==> config.mk <==
export PLATFORM = sky130hd
export DESIGN_NAME = cv32e40px_x_result_arb
export DESIGN_NICKNAME = d
export VERILOG_FILES = /design/src/rtl/cv32e40px_core_v_xif_pkg.sv /design/src/rtl/cv32e40px_x_rr_pick.sv /design/src/rtl/cv32e40px_x_result_arb.sv
export SDC_FILE = /design/constraint.sdc
export NUM_CORES = 1
export LEC_CHECK = 0
export CAP_MARGIN = 20
export CORE_MARGIN = 2
export CORE_UTILIZATION = 40
export DETAILED_ROUTE_END_ITERATION = 10
export PLACE_DENSITY = 0.9
export SYNTH_ARGS = -nofsm -noshare
export SYNTH_HDL_FRONTEND = slang
export SYNTH_SLANG_ARGS = --single-unit
==> constraint.sdc <==
create_clock -name clk_i -period 4.2 [get_ports clk_i]
set_input_delay 0.84 -clock clk_i [delete_from_list [all_inputs] [get_ports clk_i]]
set_output_delay 0.84 -clock clk_i [all_outputs]
set_load 0.05 [all_outputs]
==> src/rtl/cv32e40px_core_v_xif_pkg.sv <==
// Shared eXtension-interface types for the coprocessor result path.
package cv32e40px_core_v_xif_pkg;

   localparam int unsigned X_ID_WIDTH = 4;

   typedef struct packed {
      logic [X_ID_WIDTH-1:0] id;
      logic [31:0]           data;
      logic [4:0]            rd;
      logic                  we;
   } x_result_t;

endpackage

==> src/rtl/cv32e40px_x_rr_pick.sv <==
// Wrapping priority search: first set request at or above ptr_i, wrapping to 0.
module cv32e40px_x_rr_pick #(
   parameter int NUM_REQ = 2
) (
   input  logic [NUM_REQ-1:0]         req_i,
   input  logic [$clog2(NUM_REQ)-1:0] ptr_i,
   output logic [$clog2(NUM_REQ)-1:0] winner_o,
   output logic                       any_valid_o
);

   localparam int IDX_W = $clog2(NUM_REQ);

   assign any_valid_o = |req_i;

   // Scan from the farthest offset down so the nearest request wins last.
   always_comb begin
      winner_o = '0;
      for (int off = NUM_REQ - 1; off >= 0; off--) begin
         if (req_i[(int'(ptr_i) + off) % NUM_REQ]) begin
            winner_o = IDX_W'((int'(ptr_i) + off) % NUM_REQ);
         end
      end
   end

endmodule

==> src/rtl/cv32e40px_x_result_arb.sv <==
// Round-robin merge of coprocessor result channels into a single registered
// core-side result handshake.
module cv32e40px_x_result_arb
   import cv32e40px_core_v_xif_pkg::*;
#(
   parameter int NUM_COPROC = 2,
   parameter int X_ID_WIDTH = cv32e40px_core_v_xif_pkg::X_ID_WIDTH
) (
   input  logic                                  clk_i,
   input  logic                                  rst_ni,
   input  logic [NUM_COPROC-1:0]                 cp_result_valid_i,
   output logic [NUM_COPROC-1:0]                 cp_result_ready_o,
   input  logic [NUM_COPROC-1:0][X_ID_WIDTH-1:0] cp_result_id_i,
   input  logic [NUM_COPROC-1:0][31:0]           cp_result_data_i,
   input  logic [NUM_COPROC-1:0][4:0]            cp_result_rd_i,
   input  logic [NUM_COPROC-1:0]                 cp_result_we_i,
   output logic                                  x_result_valid_o,
   input  logic                                  x_result_ready_i,
   output logic [X_ID_WIDTH-1:0]                 x_result_id_o,
   output logic [31:0]                           x_result_data_o,
   output logic [4:0]                            x_result_rd_o,
   output logic                                  x_result_we_o,
   output logic [$clog2(NUM_COPROC)-1:0]         grant_idx_o
);

   localparam int IDX_W = $clog2(NUM_COPROC);

   logic             out_valid_q, out_valid_d;
   x_result_t        res_q, res_d;
   logic [IDX_W-1:0] grant_q, grant_d;
   logic [IDX_W-1:0] rr_ptr_q, rr_ptr_d;
   logic [IDX_W-1:0] winner;
   logic             any_valid;
   logic             load_en;

   cv32e40px_x_rr_pick #(
      .NUM_REQ (NUM_COPROC)
   ) u_pick (
      .req_i       (cp_result_valid_i),
      .ptr_i       (rr_ptr_q),
      .winner_o    (winner),
      .any_valid_o (any_valid)
   );

   assign load_en = (~out_valid_q | x_result_ready_i) & any_valid;

   // Gated by reset so no source sees a handshake while the block is held.
   always_comb begin
      cp_result_ready_o = '0;
      if (load_en && rst_ni) begin
         cp_result_ready_o[winner] = 1'b1;
      end
   end

   always_comb begin
      out_valid_d = out_valid_q;
      res_d       = res_q;
      grant_d     = grant_q;
      rr_ptr_d    = rr_ptr_q;
      if (load_en) begin
         out_valid_d = 1'b1;
         res_d.id    = cp_result_id_i[winner];
         res_d.data  = cp_result_data_i[winner];
         res_d.rd    = cp_result_rd_i[winner];
         res_d.we    = cp_result_we_i[winner] & (cp_result_rd_i[winner] != 5'd0);
         grant_d     = winner;
         rr_ptr_d    = (winner == IDX_W'(NUM_COPROC - 1)) ? '0 : winner + 1'b1;
      end else if (x_result_ready_i) begin
         out_valid_d = 1'b0;
      end
   end

   always_ff @(posedge clk_i or negedge rst_ni) begin
      if (!rst_ni) begin
         out_valid_q <= 1'b0;
         res_q       <= '0;
         grant_q     <= '0;
         rr_ptr_q    <= '0;
      end else begin
         out_valid_q <= out_valid_d;
         res_q       <= res_d;
         grant_q     <= grant_d;
         rr_ptr_q    <= rr_ptr_d;
      end
   end

   assign x_result_valid_o = out_valid_q;
   assign x_result_id_o    = res_q.id;
   assign x_result_data_o  = res_q.data;
   assign x_result_rd_o    = res_q.rd;
   assign x_result_we_o    = res_q.we;
   assign grant_idx_o      = grant_q;

endmodule

=== Word level (Yosys, flattened, before mapping) ===
Index checks and enable logic that the tools add are counted.
Widths: inputs -> output; s select.

* Bits in registers: 45
* Input port bits: 89
* Logic and storage cells: 44

* Add/subtract/negate cells: 2
* Order comparisons: 4
* Multiplexer cells: 21
* Bitwise gates (word level): 5
* Reductions and logical operators: 5

{| class="wikitable"
|+ Operators by type and width
! operator !! number
|-
| $mux 32 || 2
|-
| $mux 1 || 13
|-
| $mux 5 || 2
|-
| $mux 4 || 2
|-
| $reduce_bool 5->1 || 1
|-
| $lt 1x2->1 const B || 2
|-
| $lt 2x3->1 const B || 1
|-
| $add 1x1->1 const B || 2
|-
| $and 1x1->1 || 2
|-
| $logic_and 1x1->1 || 2
|-
| $mux 2 || 1
|-
| $reduce_bool 2->1 || 1
|-
| $reduce_or 2->1 || 1
|-
| $and 1x1->1 const A || 1
|-
| $demux 1 s1 || 1
|-
| $ge 1x1->1 const B || 1
|-
| $not 1->1 || 1
|-
| $or 1x1->1 || 1
|}

=== Depth between registers and ports, before layout ===
Gate-level depths: netlist of run 1.

* Depth after elaboration: 12
* Gate-level depth with buffers: 6
* Gate-level depth less buffers: 3

=== Hierarchy ===
From an unflattened synthesis of run 1, not the netlist that was laid out.

* Cells, all modules: 208
* Area total of the unflattened synthesis: 2402.3 µm²

{| class="wikitable"
|+ By module, submodules not included
! module !! instances !! cells each !! area an instance (µm²)
|-
| cv32e40px_x_result_arb || 1 || 205 || 2384.8
|-
| cv32e40px_x_rr_pick || 1 || 3 || 17.5
|}

=== Least setup slack after synthesis of run 1 ===
Ideal clock, no wire load.

* Kind: input port to output port
* Start: input cp_result_valid_i[1]
* End: output cp_result_ready_o[1]
* Arrival time: 2001 ps
* Required time: 3360 ps
* Slack: 1359 ps
* Stages on the path: 6
* Path through: buf_6 inv_1 nor3b_2 buf_4 buf_2 and2_1

* Cells in the longest elaborated chain, start to end: 10
* Elaborated cells on any way between the ends: 16
* Those cells by class: order compare (2); mux (10); bitwise (1); reduce/logical (3)

{| class="wikitable"
|+ RTL lines
! what !! line !! text
|-
| start: declaration || cv32e40px_x_result_arb.sv:11 || <nowiki>input logic [NUM_COPROC-1:0] cp_result_valid_i,</nowiki>
|-
| $mux 1 (implied by the code) (3 in series) || cv32e40px_x_rr_pick.sv:19 || <nowiki>if (req_i[(int'(ptr_i) + off) % NUM_REQ]) begin</nowiki>
|-
| $mux 1 (2 in series) || cv32e40px_x_rr_pick.sv:19 ||
|-
| $lt 1x2->1 (implied by the code) / $ge 1x1->1 (equally long branches) || cv32e40px_x_result_arb.sv:51 || <nowiki>cp_result_ready_o[winner] = 1'b1;</nowiki>
|-
| $logic_and 1x1->1 (implied by the code) || cv32e40px_x_result_arb.sv:51 ||
|-
| $mux 1 (implied by the code) || cv32e40px_x_result_arb.sv:51 ||
|-
| $demux 1 s1 || cv32e40px_x_result_arb.sv:51 ||
|-
| $mux 2 * || cv32e40px_x_result_arb.sv:50 || <nowiki>if (load_en && rst_ni) begin</nowiki>
|-
| end: declaration || cv32e40px_x_result_arb.sv:12 || <nowiki>output logic [NUM_COPROC-1:0] cp_result_ready_o,</nowiki>
|}

Mark *: on every way between the ends. The rest lies on a longest branch, timed or not. The select of a mux whose other input is x is not followed.

=== Final worst setup path of run 1 ===
* Start: input x_result_ready_i
* End: output cp_result_ready_o[1]

* Cells in the longest elaborated chain, start to end: 4

{| class="wikitable"
|+ RTL lines
! what !! line !! text
|-
| start: declaration || cv32e40px_x_result_arb.sv:18 || <nowiki>input logic x_result_ready_i,</nowiki>
|-
| $or 1x1->1 || cv32e40px_x_result_arb.sv:45 || <nowiki>assign load_en = (~out_valid_q | x_result_ready_i) & any_valid;</nowiki>
|-
| $and 1x1->1 || cv32e40px_x_result_arb.sv:45 ||
|-
| $logic_and 1x1->1 || cv32e40px_x_result_arb.sv:50 ||
|-
| $mux 2 || cv32e40px_x_result_arb.sv:50 ||
|}

Every way passes these cells.

==> results of run 1 <==
## critical path: stages
cell and delay [ps]:
clkdlybuf4s50_1 460, nand2b_4 410, nor3b_4 280, and2_1 200, buf_12 150
## power breakdown
| part | leakage, nW | switching [mW] | internal, mW | total [mW] |
|---|---|---|---|---|
| clock network | 0.0443 | 0.131 | 0.131 | 0.262 |
| registers | 0.546 | 0.0348 | 0.503 | 0.538 |
| logic | 0.839 | 0.383 | 0.269 | 0.652 |
## cell families after synthesis
logic type	after synthesis	share of synthesized area, %
compound gates	93	35.29
simple gates	18	6.396
flops	45	52.33
buf+inv	21	5.988
## layout by cell type (no fill, tap or decap)
master	instances
clkdlybuf4s50_1	131
dfrtp_1	45
a21boi_0	37
a221o_1	37
clkbuf_8	6
nand3b_1	5
o21ai_0	5
a21oi_1	5
a31oi_1	5
buf_4	4
nand2_1	2
and2_1	2
or4_1	2
o21a_1	2
a21o_1	2
nand2b_4	1
and3_4	1
nor2b_1	1
inv_1	1
nor3b_4	1
or2_2	1
nand2b_1	1
and2_4	1
clkbuf_1	1
buf_2	1
buf_12	1
## layer usage
metal  up-vias  track usage (%)
li1        953                -
met1      1006            28.13
met2        99            39.39
met3        13            6.512
met4         0            6.607
met5         -                0
## how the worst min path moves through the flow
stage / endpoint / slack (ps) / startpoint / cells past startpoint
floorplan: rr_ptr_q / 470 / rr_ptr_q / 1
global placement: grant_idx_o / 460 / grant_idx_o / 1
detailed placement: grant_idx_o / 480 / grant_idx_o / 1
CTS: grant_idx_o / 500 / grant_idx_o / 1
global route: grant_idx_o / 520 / grant_idx_o / 1
finish: grant_idx_o / 490 / grant_idx_o / 1
## metrics by stage
stage	power [mW]	setup WS [ps]	util, %	area (µm²)
floorplan	0.9321	1359	-	2152
finish	1.451	1002	69.52	3573
CTS	1.463	1003	69.52	3573
global route	1.522	944.9	69.52	3573
global placement	1.187	1036	67.84	3487
detailed placement	1.199	1016	67.84	3487
## state kept, by name, summed over array words and instances (netlist names)
name,count
x_result_data_o,32
x_result_rd_o,5
x_result_id_o,4
grant_idx_o,1
rr_ptr_q,1
x_result_valid_o,1
x_result_we_o,1
## area by class of cell
type,instances,area share [%]
Timing Repair Buffer,137,38.24
Sequential cell,45,31.51
Multi-Input combinational cell,111,25.28
Tap cell,70,2.451
Clock buffer,7,2.416
Inverter,1,0.1050
==> flow_summary_export.csv, run 1 <==
group,metric,value,unit
timing,rsz0062_at_grt,"no",
logic_synthesis,dominantRegCellSynth,"dfrtp_1",
setup_path,crit_fanout,47,
detailed_routing,avgRoutedWirePerCell,17.71,µm
finish,nets,390,
detailed_routing,wl_met1,2.574,mm
setup_path,worstPathRequired,3360,ps
timing,tightest_slew,767.9,ps
detailed_routing,route.detailed.drc,0,
detailed_routing,dr_wl_met3,532,µm
clock_network,insertion_delay,290,ps
detailed_routing,vias,2071,
detailed_routing,ant_nets,0,
setup_path,r2r-end,"x_result_data_o[4]",
setup_path,rrSetupSlack,2380,ps
grt,grt_overflow,0,
floorplan,start_util,41.87,%
logic_synthesis,yosys_warnings,0,
detailed_routing,drt_iter0_markers,166,
timing,setup-tns-final,0,ps
logic_synthesis,ys_seq_elements,45,
min_path,holdCritPathClass,"reg2reg",
clock_network,clkSlewWorstSetupHoldPaths,70,ps
clock_network,cts.htree.levels,2,
finish,area_delta_synth_final,66.05,%
logic_synthesis,yosys-top-cells-count,"dfrtp_1 (45), a21boi_0 (37), a221o_1 (37), clkbuf_1 (12), buf_6 (6)",
grt,grt_max_degree,48,
logic_synthesis,postSynth.asyncResetShare,100.0,%
timing,min_period_over_period,76.15,%
floorplan,num_io_pins,135,
grt,antenna_found_initial,0,
setup_path,crit_path_start_kind,"input port",
setup_path,worst_setup_path_end_kind,"primary output",
setup_path,cp.arrival,2360,ps
placement,place_inst,364,
finish,antenna_cells,0,
clock_network,cts_hold_buf,0,
grt,grt_pass1_wl,10.88,mm
timing,fin_skew,3.224,ps
detailed_routing,viasPerCell,5.582,
clock_network,cts_tree,"yes",
clock_network,clock_path_buffers,2,
floorplan,fp.dieW,77.35,µm
finish,area.sequential,0.001126,mm²
setup_path,path_class,"in2out",
placement,dpl.hpwl,4.626,mm
logic_synthesis,synth_top_area_cell,"dfrtp_1",
logic_synthesis,syn_avg_cell_area,12.16,µm²
placement,place.gp.congestion,0.8550,
clock_network,clock_sinks,45,
setup_path,rr_worst_depth,4,
timing,maxSlewViolCount,0,
logic_synthesis,yosysTopAreaCellShare,52.33,%
power_and_ir_drop,power_density,406.2,mW/mm²
logic_synthesis,ys_seq_area_share,52.33,%
power_and_ir_drop,worst_ir_drop_vdd,225.4,µV
finish,fillCellCount,406,
detailed_routing,wirelength,6.571,mm
floorplan,core-area,0.005140,mm²
finish,drive_gt1_share,5.648,%
timing,hold_slack,488.5,ps
logic_synthesis,synthTopCellsByArea,"dfrtp_1 (52%), a221o_1 (17%), a21boi_0 (13%)",
logic_synthesis,synthDistinctLibCells,24,
clock_network,cts_setup_buffers,0,
setup_path,endpoint,"cp_result_ready_o[1]",
timing,fmax,312.7,MHz
timing,fin_crit,3198,ps
logic_synthesis,yosysMostFrequentCell,"dfrtp_1",
clock_network,cts_buffers,5,
grt,grt_pass1_vias,2171,
floorplan,row_count,26,
timing,setup_viol,0,
outcome,status,"finished clean",
logic_synthesis,syn_inst,177,
logic_synthesis,syn_nets,266,
power_and_ir_drop,p_leak,1.429,nW
detailed_routing,firstDrtPassIters,4,
logic_synthesis,synth_edf_count,0,
setup_path,startpoint,"x_result_ready_i",
floorplan,die_area,0.005983,mm²
timing,hold_viol,0,
grt,track_usage,22.92,%
clock_network,cts_root_buffer,"clkbuf_8",
finish,multi_input_comb_area,903.4,µm²
logic_synthesis,syn_area,0.002152,mm²
timing,max_slew_margin,48.81,%
flow_run,drv_cap,0,
setup_path,crit-reg2reg-launch,"x_result_valid_o",
finish,finalNonFillerCells,371,
floorplan,die_y,77.35,µm
placement,numPortBuffers,134,
detailed_routing,maxUsedRoutingLayer,"met4",
detailed_routing,met2_length,3.335,mm
clock_network,cts_resized,0,
No activity file was read; power rests on OpenSTA's default activity.
==> inputs of run 2 (changes only) <==
CORE_UTILIZATION = 37   (was 40)
PLACE_DENSITY = 0.84   (was 0.9)
clock period = 3.21 ns   (was 4.2 ns; I/O delays follow)
==> flow_summary_export.csv, run 2 (same netlist as run 1, synthesis figures left out) <==
group,metric,value,unit
outcome,status,"finished clean",
floorplan,num_io_pins,135,
finish,fillCellCount,458,
grt,grt_max_degree,46,
setup_path,path_class,"in2out",
detailed_routing,wirelength,6.460,mm
min_path,holdCritPathClass,"in2async",
clock_network,clock_sinks,45,
detailed_routing,viasPerCell,5.363,
timing,hold_viol,0,
floorplan,die_area,0.006442,mm²
setup_path,max_stage_delay,600,ps
setup_path,worstPathRequired,2570,ps
timing,rsz0062_at_grt,"no",
clock_network,cts.htree.levels,2,
timing,fin_skew,9.071,ps
detailed_routing,drt_iter0_markers,70,
power_and_ir_drop,worst_ir_drop_vdd,244.0,µV
clock_network,clock_path_buffers,2,
clock_network,cts_root_buffer,"clkbuf_8",
clock_network,cts_buffers,5,
finish,multi_input_comb_area,903.4,µm²
placement,dpl.hpwl,4.585,mm
timing,fmax,381.1,MHz
placement,numPortBuffers,134,
clock_network,cts_setup_buffers,0,
power_and_ir_drop,power.total,1.899,mW
grt,track_usage,19.67,%
finish,area_delta_synth_final,67.44,%
setup_path,crit_fanout,8,
floorplan,row_count,27,
clock_network,insertion_delay,280,ps
floorplan,die_y,80.27,µm
finish,largest_register_ffs,32,
grt,antenna_found_initial,0,
timing,maxSlewViolCount,0,
finish,nets,392,
finish,final_common_cell,"clkdlybuf4s50_1",
clock_network,cts_hold_buf,0,
clock_network,clkSlewWorstSetupHoldPaths,80,ps
floorplan,fp.dieW,80.27,µm
finish,drive_gt1_share,6.271,%
clock_network,cts_tree,"yes",
timing,setup_viol,0,
setup_path,worst_setup_path_end_kind,"primary output",
timing,tightest_slew,761.2,ps
finish,antenna_cells,0,
power_and_ir_drop,p_leak,1.442,nW
clock_network,cts_resized,0,
detailed_routing,route.detailed.drc,0,
grt,grt_pass1_wl,9.818,mm
setup_path,crit_chain,"clkdlybuf4s50_1 > inv_1 > nor3b_4 > and2_1 > buf_12",
power_and_ir_drop,power_density,527.0,mW/mm²
timing,setup-tns-final,0,ps
timing,max_slew_margin,49.26,%
setup_path,crit_path_start_kind,"input port",
setup_path,rrSetupSlack,1660,ps
placement,place.gp.congestion,0.7669,
detailed_routing,ant_nets,0,
timing,min_period_over_period,81.75,%
setup_path,cp_slowest_cell,"clkdlybuf4s50_1",
floorplan,core-area,0.005574,mm²
grt,grt_pass1_vias,2111,
detailed_routing,avgRoutedWirePerCell,17.23,µm
grt,grt_overflow,0,
detailed_routing,firstDrtPassIters,4,
flow_run,drv_cap,0,
timing,fin_crit,2624,ps
detailed_routing,vias,2011,
finish,mostFrequentLayoutCells,"clkdlybuf4s50_1 (131), dfrtp_1 (45), a21boi_0 (37), a221o_1 (37), clkbuf_8 (6)",
floorplan,start_util,38.61,%
finish,area.sequential,0.001126,mm²
setup_path,cp.arrival,1980,ps
[run 2: cell types whose count changed in the layout (fill, tap and decap cells not counted), sizes merged]
cell,change
buf,+2
[run 2: where the power goes]
group          switching, mW  total (mW)  internal [mW]
logic                  0.499       0.855          0.356
clock network          0.168       0.338          0.171
registers             0.0472       0.705          0.658
[run 2: worst max-delay path: cells and delay by family]
| kind | cells | cell delay [ps] |
|---|---|---|
| and+or+nand+nor | 2 | 430 |
| buffers and inverters | 3 | 900 |
[run 2: through the flow]
| step | cell area (µm²) | std cells | setup slack, ps | hold slack [ps] | util, % |
|---|---|---|---|---|---|
| global route | 3603 | 375 | 500.1 | 496.0 | 64.65 |
| CTS | 3603 | 375 | 593.1 | 473.5 | 64.65 |
| floorplan | 2152 | 177 | 765.4 | 346.4 | - |
| global placement | 3517 | 368 | 630.9 | 462.6 | 63.10 |
| finish | 3603 | 375 | 585.7 | 456.3 | 64.65 |
| detailed placement | 3517 | 368 | 594.8 | 467.2 | 63.10 |
[run 2: metal layers]
| metal | global-route usage, % | share of wire [%] | up-vias |
|---|---|---|---|
| met3 | 5.730 | 7.7 | 10 |
| met5 | 0 | 0 | - |
| met4 | 6.102 | 1.8 | 0 |
| li1 | - | - | 949 |
| met2 | 33.92 | 49 | 88 |
| met1 | 23.63 | 42 | 964 |
[run 2: path summary, 6_finish.rpt]
check	startpoint	end	depth (start not counted)
setup / recovery	cp_result_valid_i[1]	cp_result_ready_o[1]	5
hold / removal	rst_ni	x_result_data_o[28]	2
setup reg to reg	rr_ptr_q	x_result_data_o[2]	5
hold reg to reg	grant_idx_o	grant_idx_o	1
max in group asynchronous	rst_ni	x_result_data_o[22]	2
min in group clk_i	grant_idx_o	grant_idx_o	1
[run 2: final cells by class]
type | instances | share of cell area (%)
multi-input cells | 111 | 25.07
well taps | 72 | 2.500
flip-flops and latches | 45 | 31.25
inverters | 1 | 0.1042
repair buffers | 139 | 38.68
clock buffers | 7 | 2.396
